$ cat config.mk
export PLATFORM = sky130hd
export DESIGN_NAME = counter_run_ctrl
export DESIGN_NICKNAME = d
export VERILOG_FILES = /design/src/rtl/counter_run_ctrl_pkg.sv /design/src/rtl/counter_run_ctrl_key_debounce.sv /design/src/rtl/counter_run_ctrl.sv
export SDC_FILE = /design/constraint.sdc
export NUM_CORES = 1
export LEC_CHECK = 0
export CAP_MARGIN = 20
export CORE_UTILIZATION = 60
export DETAILED_ROUTE_END_ITERATION = 8
export PLACE_DENSITY = 0.74
export SLEW_MARGIN = 40
export SYNTH_ARGS = -nofsm -noshare
export SYNTH_HDL_FRONTEND = slang
export SYNTH_SLANG_ARGS = --single-unit
$ cat constraint.sdc
create_clock -name clk -period 2.4 [get_ports clk]
set_input_delay 0.24 -clock clk [delete_from_list [all_inputs] [get_ports clk]]
set_output_delay 0.24 -clock clk [all_outputs]
set_load 0.05 [all_outputs]
$ cat src/rtl/counter_run_ctrl_pkg.sv
// Shared definitions for the display-counter run/step/clear sequencer.
package counter_run_ctrl_pkg;

  localparam int ST_W = 3;

  // Codes are exported on the state port, so the values are fixed.
  typedef enum logic [ST_W-1:0] {
    ST_IDLE  = 3'd0,
    ST_RUN   = 3'd1,
    ST_PAUSE = 3'd2,
    ST_STEP  = 3'd3,
    ST_CLEAR = 3'd4
  } state_t;

  // Registered outputs towards the counter datapath and the LEDs.
  typedef struct packed {
    logic cnt_en;
    logic cnt_clr;
    logic running;
    logic tick;
  } ctrl_out_t;

endpackage

$ cat src/rtl/counter_run_ctrl_key_debounce.sv
// One push-button path: 2-flop synchronizer, level debouncer, and a
// registered one-cycle press pulse on the debounced 1->0 transition.
module key_debounce #(
  parameter int DEB_CYCLES = 500000
) (
  input  logic clk,
  input  logic rst,
  input  logic key_n,
  output logic press
);

  localparam int CNT_W = (DEB_CYCLES > 1) ? $clog2(DEB_CYCLES) : 1;
  localparam logic [CNT_W-1:0] CNT_LAST = CNT_W'(DEB_CYCLES - 1);

  logic             sync_p0;
  logic             sync_p1;
  logic             deb_lvl;
  logic             deb_lvl_d;
  logic [CNT_W-1:0] deb_cnt;

  // Bring the asynchronous key level into the clock domain; idle level is released.
  always_ff @(posedge clk) begin
    if (rst) begin
      sync_p0 <= 1'b1;
      sync_p1 <= 1'b1;
    end else begin
      sync_p0 <= key_n;
      sync_p1 <= sync_p0;
    end
  end

  // Accept a new level only after it has differed from the current one for DEB_CYCLES cycles.
  always_ff @(posedge clk) begin
    if (rst) begin
      deb_cnt <= '0;
      deb_lvl <= 1'b1;
    end else if (sync_p1 == deb_lvl) begin
      deb_cnt <= '0;
    end else if (deb_cnt == CNT_LAST) begin
      deb_lvl <= sync_p1;
      deb_cnt <= '0;
    end else begin
      deb_cnt <= deb_cnt + 1'b1;
    end
  end

  // Press is the debounced falling edge, one cycle wide; release is ignored.
  always_ff @(posedge clk) begin
    if (rst) begin
      deb_lvl_d <= 1'b1;
      press     <= 1'b0;
    end else begin
      deb_lvl_d <= deb_lvl;
      press     <= deb_lvl_d & ~deb_lvl;
    end
  end

endmodule

$ cat src/rtl/counter_run_ctrl.sv
// Run/pause, single-step and clear sequencer for the board display counter.
// Debounces three active-low keys, runs the mode FSM and the run-mode
// prescaler, and drives registered enable/clear pulses to the counter.
module counter_run_ctrl
  import counter_run_ctrl_pkg::*;
#(
  parameter int DEB_CYCLES = 500000,
  parameter int TICK_DIV   = 50000000,
  parameter int DIV_W      = 26
) (
  input  logic            clk,
  input  logic            rst,
  input  logic            key_run_n,
  input  logic            key_step_n,
  input  logic            key_clr_n,
  output logic            cnt_en,
  output logic            cnt_clr,
  output logic            running,
  output logic [ST_W-1:0] state,
  output logic            tick
);

  localparam logic [DIV_W-1:0] PRESC_LAST = DIV_W'(TICK_DIV - 1);

  logic             press_run;
  logic             press_step;
  logic             press_clr;
  state_t           state_q;
  state_t           state_d;
  logic [DIV_W-1:0] presc_q;
  logic [DIV_W-1:0] presc_d;
  logic             stay_run;
  ctrl_out_t        out_q;
  ctrl_out_t        out_d;

  key_debounce #(.DEB_CYCLES(DEB_CYCLES)) u_key_run (
    .clk   (clk),
    .rst   (rst),
    .key_n (key_run_n),
    .press (press_run)
  );

  key_debounce #(.DEB_CYCLES(DEB_CYCLES)) u_key_step (
    .clk   (clk),
    .rst   (rst),
    .key_n (key_step_n),
    .press (press_step)
  );

  key_debounce #(.DEB_CYCLES(DEB_CYCLES)) u_key_clr (
    .clk   (clk),
    .rst   (rst),
    .key_n (key_clr_n),
    .press (press_clr)
  );

  // State, prescaler and output registers.
  always_ff @(posedge clk) begin
    if (rst) begin
      state_q <= ST_IDLE;
      presc_q <= '0;
      out_q   <= '0;
    end else begin
      state_q <= state_d;
      presc_q <= presc_d;
      out_q   <= out_d;
    end
  end

  // Next mode from key presses (clr > run > step), prescaler update, and next outputs.
  always_comb begin
    state_d  = state_q;
    presc_d  = presc_q;
    stay_run = 1'b0;
    out_d    = '0;

    if (press_clr) begin
      state_d = ST_CLEAR;
    end else begin
      case (state_q)
        ST_IDLE, ST_PAUSE: begin
          if (press_run)       state_d = ST_RUN;
          else if (press_step) state_d = ST_STEP;
        end
        ST_RUN: begin
          if (press_run) state_d = ST_PAUSE;
        end
        ST_STEP:  state_d = ST_PAUSE;
        ST_CLEAR: state_d = ST_IDLE;
        default:  state_d = ST_IDLE;
      endcase
    end

    // The prescaler only advances across cycles spent entirely in RUN,
    // so a fresh entry always waits a full TICK_DIV cycles for its first tick.
    stay_run = (state_q == ST_RUN) && (state_d == ST_RUN);
    if ((state_d == ST_CLEAR) || ((state_d == ST_RUN) && (state_q != ST_RUN))) begin
      presc_d = '0;
    end else if (stay_run) begin
      presc_d = (presc_q == PRESC_LAST) ? '0 : presc_q + 1'b1;
    end

    out_d.tick    = stay_run && (presc_q == PRESC_LAST);
    out_d.cnt_en  = out_d.tick || (state_d == ST_STEP);
    out_d.cnt_clr = (state_d == ST_CLEAR);
    out_d.running = (state_d == ST_RUN);
  end

  assign state   = state_q;
  assign cnt_en  = out_q.cnt_en;
  assign cnt_clr = out_q.cnt_clr;
  assign running = out_q.running;
  assign tick    = out_q.tick;

endmodule

==> reports/metrics.csv, run 1 <==
stage,metric,value,unit
sta,rsz0062_at_grt,no,
setup_path,timing.critical_path.slowest_cell_delay,0.62,ns
setup_path,worstPathArrival,2.47,ns
logic_synthesis,synthesis.nets,528,
clock_tree,cts_setup_buffers,0,
detailed_routing,firstDrtPassIters,4,
worst_hold_path,hold_path_depth,1,
logic_synthesis,yosysSeqAreaShare,46.0,%
clock_tree,post_cts_sizing,0,
logic_synthesis,synth.ff_latch_count,105,
logic_synthesis,yosysWarningCount,0,
sta,clock-skew-final,0.00995,ns
logic_synthesis,yosysTopAreaCell,sky130_fd_sc_hd__dfxtp_1,
clock_tree,cts.clk_slew.worst_paths,0.10,ns
global_routing,grt_max_degree,20,
clock_tree,hold_buffers,0,
global_routing,overflow,0,
die,chipHeight,89.3,um
die,design.die.area,7980,um^2
logic_synthesis,post_synth_edffs,0,
finish,final_common_cell,sky130_fd_sc_hd__nor2_1,
finish,fin_nets,545,
setup_path,worst_setup_path_start_kind,flip-flop,
detailed_routing,totalWireLength,7770,um
sta,setup_total_negative_slack,0,ns
logic_synthesis,synthCells,519,
setup_path,timing.critical_path.from,presc_q[0],
power_and_ir_drop,leakagePower,1.62,nW
clock_tree,cts_root_buf,sky130_fd_sc_hd__clkbuf_8,
sta,max_slew.worst_pin.slew,0.583,ns
logic_synthesis,postSynth.topFlopCell,sky130_fd_sc_hd__dfxtp_1,
worst_hold_path,min-delay-path-class,flip-flop to flip-flop,
power_and_ir_drop,power_switching,0.000613,W
die,core_area,7290,um^2
sta,final_period_minus_worst_setup_slack,2.19,ns
setup_path,timing.reg2reg.worst_path_depth,6,
finish,drive_above_1_share,9.06,%
setup_path,cpLargestDelayFamily,simple AND/OR/NAND/NOR gates,
die,initial_utilization,62.7,%
logic_synthesis,synthDominantCellAreaShare,46.0,%
die,io-pin-count,12,
global_routing,antenna_found_initial,0,
power_and_ir_drop,pwr-share-clk,40.3,%
setup_path,cp_num_cells,6,
clock_tree,cts-buffers-inserted,9,
setup_path,timing.critical_path.required,2.68,ns
global_routing,globalRouteTotalUtil,21.5,%
detailed_routing,post-route-drc-count,0,
sta,timing.final.crit_share,91.4,%
run_status,status,finished clean,
logic_synthesis,synth_async_sr_flop_share,0,%
power_and_ir_drop,power.internal,0.00239,W
placement,detailed_place_hpwl,5560,um
finish,antenna_cell_count,0,
detailed_routing,ant_nets,0,
power_and_ir_drop,sw_frac_of_total,20.4,%
setup_path,worst-path-max-fanout,4,
detailed_routing,initialDrtViolationCount,105,
power_and_ir_drop,sequentialPowerShare,58.2,%
clock_tree,clk_latency,0.36,ns
die,chipWidth,89.3,um
clock_tree,clock_sink_count,105,
sta,worst_max_slew_margin_expressed_relative_to_the_limit,60.8,%
setup_path,timing.critical_path.cells,"ha_1, nand3_1, nor3_1, nand2_1, or4_2, o21ai_0",
worst_hold_path,worst_hold_startpoint,u_key_step.sync_p0,
placement,routabilityCongestion,0.941,
logic_synthesis,syn-mean-instance-area,8.81,um^2
detailed_routing,route.detailed.wl_per_inst,12.1,um
setup_path,critical_path.slowest_cell,sky130_fd_sc_hd__or4_2,
setup_path,critical_path.endpoint_type,flip-flop,
setup_path,regToRegStartpoint,presc_q[0],
logic_synthesis,yosysUniqueCellTypes,51,
sta,finalHoldViolCount,0,
flow_run,maxCapViolCount,0,
setup_path,worstSetupPathType,flip-flop to flip-flop,
clock_tree,cts_max_level,3,
power_and_ir_drop,peakVddDrop,0.372,mV
clock_tree,tritoncts_clock_tree,yes,
finish,area_growth,9.35,%
clock_tree,number_of_buffers_on_the_longest_clock_path,2,
power_and_ir_drop,fin_total_pwr,0.00301,W
global_routing,grt_pass1_vias,3098,
sta,clock.fmax,456,MHz
power_and_ir_drop,combinationalPowerShare,1.5,%
die,cell_row_count,31,
detailed_routing,viasPerCell,5.36,
global_routing,grt_first_pass_wirelength,13300,um
detailed_routing,routed-via-count,3433,
placement,portBuffers,11,
sta,setup_viol,0,
setup_path,crit_buf_inv,0,
power_and_ir_drop,p_per_area,601,nW/um^2
finish,layout_common_cells,"108 x sky130_fd_sc_hd__nor2_1, 105 x sky130_fd_sc_hd__dfxtp_1, 38 x sky130_fd_sc_hd__xnor2_1, 35 x sky130_fd_sc_hd__xor2_1, 35 x sky130_fd_sc_hd__nand2_1",
logic_synthesis,synthesis.area,4570,um^2
logic_synthesis,netlist_top_cells_area,"sky130_fd_sc_hd__dfxtp_1 46%, sky130_fd_sc_hd__nor2_1 8.9%, sky130_fd_sc_hd__xnor2_1 7.3%",
sta,final-max-slew-violation-count,0,
==> per-stage QoR <==
stage / hold WS (ns) / instance area (um^2) / std cells / utilization [%] / setup WS [ns]
finish: 0.416 / 5000 / 640 / 68.6 / 0.207
global route: 0.410 / 5000 / 640 / 68.6 / 0.0329
CTS: 0.410 / 5000 / 640 / 68.6 / 0.220
detailed placement: 0.394 / 4780 / 624 / 65.5 / 0.261
global placement: 0.392 / 4780 / 624 / 65.5 / 0.363
floorplan: 0.344 / 4570 / 519 / - / 0.197
==> cell families after synthesis <==
logic type	after synthesis	synth area share, %
AOI/OAI and AO/OA	24	3.47
xor gates and xnor gates	73	14.0
adders and majority gates	4	1.09
buffers and inverters	22	2.76
DFF	105	46.0
and+or+nand+nor	291	32.7
==> per-layer routing <==
| metal | track usage [%] | part of all wire [%] |
|---|---|---|
| met5 | 0 | 0 |
| met4 | 7.50 | 1.4 |
| met3 | 6.65 | 4.4 |
| met2 | 35.3 | 47 |
| met1 | 26.7 | 47 |
==> final cells by class <==
type                    instances  area, um^2
repair buffers                 19         170
clock inverters                 5        85.1
multi-input cells             392        2350
flip-flops and latches        105        2100
inverters                       9        33.8
well taps                      99         124
fillers                       639        2290
clock buffers                  11         141
==> synth_stat cells (all sizes together) (5+ instances only) <==
library cell and n:
or4 6, buf 6, nor2 108, nand2b 5
xor2 35, o21ai 7, nor3 18, and4 7
and3 9, nor4 11, clkbuf 7, nand3 27
nand2 35, dfxtp 105, xnor2 38, nor2b 8
or2 14, nand4 23, inv 9, or3 6
==> registers in the layout, summed over array words and instances (netlist names), 3 cells and up <==
name / count
u_key_run.deb_cnt: 19
presc_q: 26
u_key_clr.deb_cnt: 19
state: 3
u_key_step.deb_cnt: 19
==> path summary, 6_finish.rpt <==
kind / to / slack [ns]
max: presc_q[18] / 0.21
min: u_key_step.sync_p1 / 0.42
max reg2reg: presc_q[18] / 0.21
min reg2reg: u_key_step.sync_p1 / 0.42
==> worst register-to-register path: stages, from the launching register on <==
cell	delay (ns)
sky130_fd_sc_hd__dfxtp_1	0.39
sky130_fd_sc_hd__ha_1	0.20
sky130_fd_sc_hd__nand3_1	0.11
sky130_fd_sc_hd__nor3_1	0.52
sky130_fd_sc_hd__nand2_1	0.17
sky130_fd_sc_hd__or4_2	0.62
sky130_fd_sc_hd__o21ai_0	0.10
==> power groups by stage <==
stage / Clock [W] / Sequential [W] / Combinational (W)
global placement: 0 / 0.00179 / 0.0000435
global route: 0.00132 / 0.00175 / 0.0000488
detailed placement: 0 / 0.00179 / 0.0000445
CTS: 0.00125 / 0.00175 / 0.0000446
finish: 0.00121 / 0.00175 / 0.0000440
floorplan: 0 / 0.00179 / 0.0000327
Note: power is estimated with default switching activity, not from simulation.
==> run 2, diff against run 1 <==
--- a/config.mk
+++ b/config.mk
@@ -8,6 +8,7 @@
 export CAP_MARGIN = 20
 export CORE_UTILIZATION = 60
 export DETAILED_ROUTE_END_ITERATION = 8
+export GPL_TIMING_DRIVEN = 0
 export PLACE_DENSITY = 0.74
 export SLEW_MARGIN = 40
 export SYNTH_ARGS = -nofsm -noshare
==> run 2 against run 1 <==
Compared with the run above: non-clock buffer count rose by 5; largest cell class unchanged; routed wire length rose by 5.1%; largest power group unchanged; highest routed layer unchanged; setup slack better by 0.036 ns.
==> reports/metrics.csv, run 2 (synthesized netlist as in run 1, its figures left out) <==
stage,metric,value,unit,change
run_status,status,finished clean,,
setup_path,regToRegStartpoint,u_key_clr.deb_cnt[0],,
global_routing,grt_max_degree,18,,-10%
setup_path,timing.critical_path.required,2.64,ns,-0.04 ns
finish,final_common_cell,sky130_fd_sc_hd__nor2_1,,
detailed_routing,firstDrtPassIters,4,,unchanged
die,io-pin-count,12,,unchanged
die,core_area,7290,um^2,unchanged
setup_path,worstPathArrival,2.39,ns,-0.08 ns
finish,drive_above_1_share,9.16,%,+0.10 points
worst_hold_path,min-delay-path-class,flip-flop to flip-flop,,
setup_path,worst-path-max-fanout,10,,+6
placement,routabilityCongestion,0.868,,-7.8%
detailed_routing,totalWireLength,8170,um,+5.1%
finish,top_register_by_number_of_flip_flops,presc_q,,
clock_tree,tritoncts_clock_tree,yes,,
sta,setup_total_negative_slack,0,ns,unchanged
worst_hold_path,worst_hold_path.endpoint,u_key_clr.press,,
clock_tree,cts_max_level,3,,unchanged
setup_path,critical_path.slowest_cell,sky130_fd_sc_hd__clkbuf_1,,
sta,final_period_minus_worst_setup_slack,2.16,ns,-0.0357 ns
detailed_routing,ant_nets,0,,unchanged
global_routing,grt_first_pass_wirelength,13600,um,+3.0%
sta,worst_hold_slack,0.416,ns,-0.000343 ns
detailed_routing,post-route-drc-count,0,,unchanged
detailed_routing,routed-via-count,3524,,+2.7%
finish,fill_cell_count,629,,-1.6%
sta,setup_viol,0,,unchanged
placement,detailed_place_hpwl,5980,um,+7.5%
clock_tree,clock_sink_count,105,,unchanged
finish,antenna_cell_count,0,,unchanged
power_and_ir_drop,peakVddDrop,0.326,mV,-12%
die,design.die.area,7980,um^2,unchanged
sta,worst_max_slew_margin_expressed_relative_to_the_limit,49.3,%,-11 points
setup_path,timing.critical_path.slowest_cell_delay,0.40,ns,-0.22 ns
detailed_routing,topRoutingLayerUsed,met4,,
die,chipHeight,89.3,um,unchanged
power_and_ir_drop,fin_total_pwr,0.00283,W,-6.0%
placement,pre_cts_slack,0.0867,ns,-0.175 ns
sta,clock-skew-final,0.00738,ns,-0.00257 ns
power_and_ir_drop,leakagePower,1.61,nW,-0.79%
worst_hold_path,hold_path_depth,2,,+1
detailed_routing,routed-wl-met3,239,um,-31%
finish,fin_nets,550,,+0.92%
setup_path,timing.reg2reg.worst_path_depth,7,,+1
clock_tree,cts_root_buf,sky130_fd_sc_hd__clkbuf_8,,
setup_path,timing.critical_path.cells,"ha_1, nand4_1, nor3_1, or2_2, clkbuf_1, clkbuf_1, nor2_1",,
power_and_ir_drop,p_per_area,565,nW/um^2,-6.0%
die,chipWidth,89.3,um,unchanged
finish,fin_util,68.6,%,about the same
worst_hold_path,worst_hold_startpoint,u_key_clr.deb_lvl_d,,
clock_tree,cts-buffers-inserted,9,,unchanged
die,initial_utilization,62.7,%,unchanged
finish,largest_register_ff_count,26,,unchanged
global_routing,globalRouteTotalUtil,22.4,%,+0.94 points
global_routing,antenna_found_initial,0,,unchanged
global_routing,grt_pass1_vias,3110,,+0.39%
flow_run,maxCapViolCount,0,,unchanged
sta,timing.final.crit_share,89.9,%,-1.5 points
sta,finalHoldViolCount,0,,unchanged
detailed_routing,route.detailed.wl_per_inst,12.7,um,+4.3%
detailed_routing,viasPerCell,5.46,,+1.9%
sta,rsz0062_at_grt,no,,
finish,layout_common_cells,"108 x sky130_fd_sc_hd__nor2_1, 105 x sky130_fd_sc_hd__dfxtp_1, 38 x sky130_fd_sc_hd__xnor2_1, 35 x sky130_fd_sc_hd__xor2_1, 35 x sky130_fd_sc_hd__nand2_1",,
setup_path,worstSetupPathType,flip-flop to flip-flop,,
detailed_routing,wl_met2,3920,um,+8.1%
clock_tree,number_of_buffers_on_the_longest_clock_path,2,,unchanged
clock_tree,cts.clk_slew.worst_paths,0.10,ns,about the same
setup_path,crit_buf_inv,2,,+2
clock_tree,hold_buffers,0,,unchanged
setup_path,cpLargestDelayFamily,simple AND/OR/NAND/NOR gates,,
setup_path,reg2reg_slack,0.24,ns,+0.04 ns
clock_tree,post_cts_sizing,0,,unchanged
setup_path,cpMostUsedCell,sky130_fd_sc_hd__clkbuf_1,,
detailed_routing,wl_met1,3900,um,+5.7%
global_routing,overflow,0,,unchanged
die,cell_row_count,31,,unchanged
setup_path,worst_setup_path_start_kind,flip-flop,,
clock_tree,clk_latency,0.36,ns,about the same
clock_tree,cts_setup_buffers,0,,unchanged
finish,area_growth,9.38,%,about the same
placement,portBuffers,11,,unchanged
sta,clock.fmax,463,MHz,+1.7%
sta,max_slew.worst_pin.slew,0.752,ns,+0.169 ns
sta,final-max-slew-violation-count,0,,unchanged
detailed_routing,initialDrtViolationCount,105,,unchanged
sta,post-route-worst-setup-slack,0.242,ns,+0.0357 ns
setup_path,worst_r2r_endpoint,u_key_clr.deb_cnt[16],,
setup_path,critical_path.endpoint_type,flip-flop,,
-- run 2: cell count changes in the layout (fill, tap and decap cells not counted), sizes merged --
| cell | before | now |
|---|---|---|
| inv | 11 | 10 |
| buf | 8 | 6 |
| clkinv | 1 | 2 |
| bufinv | 2 | 0 |
| clkinvlp | 0 | 2 |
| clkbuf | 11 | 18 |
-- run 2: power breakdown --
part / switching (W) / internal, W / leakage (nW)
clock: 0.000590 / 0.000438 / 0.0919
combinational: 0.0000265 / 0.0000219 / 0.668
sequential: 0.00000319 / 0.00175 / 0.847
total: 0.000619 / 0.00221 / 1.61
-- run 2: worst max path at each step --
stage,slack (ns),startpoint,cells after the start,end
finish,0.24,u_key_clr.deb_cnt[0],7,u_key_clr.deb_cnt[16]
global route,0.05,u_key_clr.deb_cnt[0],7,u_key_clr.deb_cnt[16]
CTS,0.15,presc_q[0],6,presc_q[18]
detailed placement,0.09,rst,7,u_key_run.deb_cnt[3]
global placement,0.1,rst,7,u_key_run.deb_cnt[16]
floorplan,0.20,state[0],4,presc_q[17]
-- run 2: worst register-to-register path, stage by stage, from the launching register on --
cell                       delay, ns
sky130_fd_sc_hd__dfxtp_1        0.38
sky130_fd_sc_hd__ha_1           0.22
sky130_fd_sc_hd__nand4_1        0.16
sky130_fd_sc_hd__nor3_1         0.33
sky130_fd_sc_hd__or2_2          0.17
sky130_fd_sc_hd__clkbuf_1       0.29
sky130_fd_sc_hd__clkbuf_1       0.40
sky130_fd_sc_hd__nor2_1         0.10
-- run 2: layout make-up --
cell class                 count  area, um^2  area share [%]
multi-input combinational    392        2350            47.0
tap                           99         124            2.48
buffer                        13        93.8            1.88
clock buffer                  11         151            3.03
timing repair buffer          11         110            2.20
clock inverter                 5        37.5           0.750
inverter                       9        33.8           0.675
sequential                   105        2100            42.0
-- run 2: routing by layer --
| metal | track usage [%] | vias to the layer above |
|---|---|---|
| met2 | 38.0 | 46 |
| li1 | - | 1806 |
| met4 | 6.20 | 0 |
| met5 | 0 | - |
| met3 | 5.82 | 13 |
| met1 | 28.3 | 1659 |
-- run 2: through the flow --
stage / cells / cell area (um^2)
floorplan: 519 / 4570
global placement: 629 / 4810
detailed placement: 629 / 4810
CTS: 645 / 5000
global route: 645 / 5000
finish: 645 / 5000
==> run 3, diff against run 2 <==
--- a/config.mk
+++ b/config.mk
@@ -14,3 +14,4 @@
 export SYNTH_ARGS = -nofsm -noshare
 export SYNTH_HDL_FRONTEND = slang
 export SYNTH_SLANG_ARGS = --single-unit
+export TNS_END_PERCENT = 1
==> constraint.sdc (replaced) <==
create_clock -name clk -period 2 [get_ports clk]
set_input_delay 0.2 -clock clk [delete_from_list [all_inputs] [get_ports clk]]
set_output_delay 0.2 -clock clk [all_outputs]
set_load 0.05 [all_outputs]
==> run 3 against run 2 <==
Compared with the run above: the flow now finishes with violations (negative setup slack); first-iteration DRC count fell by 6.7%; core utilization rose by 1.4 points; non-clock buffer count rose by 2; clock power rose by 28%; count of clock-buffer cells in the layout did not move; routed wire length fell by 0.54%; setup slack got worse by 0.27 ns; largest cell class unchanged.
==> reports/metrics.csv, run 3 (synthesized netlist as in run 1, its figures left out) <==
stage,metric,value,unit,change
run_status,status,"complete, but fails checks",,
run_status,failed_checks,negative setup slack,,
finish,largest_register_ff_count,26,,unchanged
setup_path,worst-path-max-fanout,10,,unchanged
clock_tree,clk_latency,0.35,ns,about the same
placement,portBuffers,11,,unchanged
sta,setup_viol,19,,+19
finish,layout_common_cells,"108 x sky130_fd_sc_hd__nor2_1, 96 x sky130_fd_sc_hd__dfxtp_1, 38 x sky130_fd_sc_hd__xnor2_1, 35 x sky130_fd_sc_hd__xor2_1, 35 x sky130_fd_sc_hd__nand2_1",,
flow_run,maxCapViolCount,0,,unchanged
sta,final-max-slew-violation-count,0,,unchanged
detailed_routing,routed-via-count,3505,,-0.54%
setup_path,critical_path.endpoint_type,flip-flop,,
clock_tree,cts_max_level,3,,unchanged
power_and_ir_drop,pwr-share-clk,38.0,%,+1.6 points
power_and_ir_drop,sw_frac_of_total,20.6,%,-1.4 points
global_routing,antenna_found_initial,0,,unchanged
finish,multi_input_area,2390,um^2,+1.9%
placement,routabilityCongestion,0.887,,+2.2%
setup_path,worstPathArrival,2.28,ns,-0.11 ns
finish,top_register_by_number_of_flip_flops,presc_q,,
detailed_routing,firstDrtPassIters,4,,unchanged
power_and_ir_drop,combinationalPowerShare,1.7,%,about the same
global_routing,grt_first_pass_wirelength,13500,um,-0.76%
setup_path,timing.critical_path.slowest_cell_delay,0.51,ns,+0.11 ns
power_and_ir_drop,sequentialPowerShare,60.3,%,-1.6 points
sta,finalHoldViolCount,0,,unchanged
power_and_ir_drop,leakagePower,1.68,nW,+4.3%
sta,clock-skew-final,0.00892,ns,+0.00154 ns
sta,final_period_minus_worst_setup_slack,2.03,ns,-0.128 ns
finish,area_growth,11.6,%,
sta,post-route-worst-setup-slack,-0.0291,ns,-0.272 ns
setup_path,worst_r2r_endpoint,u_key_step.deb_cnt[0],,
clock_tree,number_of_buffers_on_the_longest_clock_path,2,,unchanged
finish,stdcell_count,646,,+0.16%
placement,numPlacedInstances,629,,unchanged
power_and_ir_drop,peakVddDrop,0.416,mV,+27%
worst_hold_path,min-delay-path-class,input pin to flip-flop,,
detailed_routing,ant_nets,0,,unchanged
sta,timing.final.crit_share,101,%,+12 points
finish,antenna_cell_count,0,,unchanged
finish,fill_cell_count,627,,-0.32%
finish,drive_above_1_share,12.4,%,+3.3 points
sta,max_slew.worst_pin.slew,0.746,ns,-0.00566 ns
detailed_routing,route.detailed.wl_per_inst,12.6,um,-0.69%
worst_hold_path,worst_hold_startpoint,key_step_n,,
clock_tree,clock_sink_count,105,,unchanged
power_and_ir_drop,power.internal,0.00276,W,+25%
clock_tree,cts_root_buf,sky130_fd_sc_hd__clkbuf_8,,
detailed_routing,initialDrtViolationCount,98,,-6.7%
setup_path,timing.critical_path.required,2.25,ns,-0.39 ns
detailed_routing,totalWireLength,8120,um,-0.54%
clock_tree,cts.clk_slew.worst_paths,0.10,ns,about the same
global_routing,globalRouteTotalUtil,22.0,%,-0.43 points
setup_path,worstSetupPathType,flip-flop to flip-flop,,
worst_hold_path,worst_hold_path.endpoint,u_key_step.sync_p0,,
global_routing,overflow,0,,unchanged
clock_tree,hold_buffers,0,,unchanged
detailed_routing,viasPerCell,5.43,,-0.69%
die,initial_utilization,62.7,%,unchanged
setup_path,regToRegStartpoint,u_key_step.deb_cnt[7],,
die,cell_row_count,31,,unchanged
placement,detailed_place_hpwl,5770,um,-3.5%
die,chipWidth,89.3,um,unchanged
finish,fin_nets,552,,+0.36%
clock_tree,tritoncts_clock_tree,yes,,
die,io-pin-count,12,,unchanged
power_and_ir_drop,p_per_area,682,nW/um^2,+21%
setup_path,worst_setup_path_start_kind,flip-flop,,
setup_path,reg2reg_slack,-0.03,ns,-0.27 ns
die,chipHeight,89.3,um,unchanged
sta,worst_max_slew_margin_expressed_relative_to_the_limit,49.7,%,+0.38 points
finish,final_common_cell,sky130_fd_sc_hd__nor2_1,,
sta,rsz0062_at_grt,yes,,
sta,clock.fmax,493,MHz,+6.3%
clock_tree,cts-buffers-inserted,9,,unchanged
global_routing,grt_max_degree,17,,-1
setup_path,critical_path.slowest_cell,sky130_fd_sc_hd__or4b_1,,
power_and_ir_drop,power_switching,0.000715,W,+15%
worst_hold_path,hold_path_depth,2,,unchanged
setup_path,timing.reg2reg.worst_path_depth,7,,unchanged
die,core_area,7290,um^2,unchanged
die,design.die.area,7980,um^2,unchanged
setup_path,timing.critical_path.cells,"or4b_1, or4_4, nor3_4, or2_1, buf_6, buf_8, nor2_1",,
finish,sequential_cell_area,2120,um^2,+0.65%
global_routing,grt_pass1_vias,3186,,+2.4%
sta,worst_hold_slack,0.397,ns,-0.0182 ns
detailed_routing,post-route-drc-count,0,,unchanged
## run 3: changes by cell type in the layout (fill, tap and decap cells not counted), sizes merged
cell	before	now
bufinv	0	1
clkinvlp	2	1
clkinv	2	1
clkbuf	18	16
buf	6	10
## run 3: cell type report
cell class	count	area share [%]
multi-input cells	392	46.9
flip-flops and latches	105	41.4
clock buffers	11	2.96
repair buffers	15	2.74
well taps	99	2.43
plain buffers	11	1.86
clock inverters	4	1.00
inverters	9	0.662
## run 3: per-layer routing
layer / GRT usage [%] / up-vias / part of all wire, %
li1: - / 1811 / -
met1: 26.9 / 1645 / 47
met2: 37.4 / 41 / 49
met3: 6.65 / 8 / 2.8
met4: 6.49 / 0 / 1.0
met5: 0 / - / 0
## run 3: metrics by stage
step                power [W]  worst slack [ns]  cell area [um^2]  setup TNS, ns  util (%)
finish                0.00348           -0.0291              5110         -0.298      70.0
global route          0.00361            -0.111              5110          -2.07      70.0
CTS                   0.00352           -0.0281              5080         -0.323      69.6
detailed placement    0.00221            -0.285              4810          -6.10      66.0
global placement      0.00221            -0.259              4810          -5.16      66.0
floorplan             0.00219            0.0723              4580              0         -
## run 3: what timing repair did
action                     4_1_cts  5_1_grt
pin swaps                        9        3
buffers inserted                 0        4
resized for setup               17        2
setup endpoints to repair       42       34
## run 3: power groups by stage
stage,clock (W),combinational (W),sequential (W)
floorplan,0,0.0000392,0.00215
global placement,0,0.0000577,0.00215
detailed placement,0,0.0000591,0.00215
CTS,0.00136,0.0000607,0.00210
global route,0.00145,0.0000648,0.00210
finish,0.00132,0.0000594,0.00210
## run 3: worst max path at each step
stage,cells past startpoint,start,end,slack [ns]
after global placement,7,rst,u_key_run.deb_cnt[3],-0.26
after global routing,8,presc_q[8],presc_q[24],-0.11
after CTS,5,presc_q[4],presc_q[18],-0.03
after detailed placement,7,rst,u_key_run.deb_cnt[6],-0.29
after floorplan,4,state[0],presc_q[17],0.07
final,7,u_key_step.deb_cnt[7],u_key_step.deb_cnt[0],-0.03
## run 3: worst max-delay path, delay by kind of cell (launching register included)
family,cells,cell delay (ns)
DFF,1,0.35
buffers and inverters,2,0.26
and+or+nand+nor,5,1.32
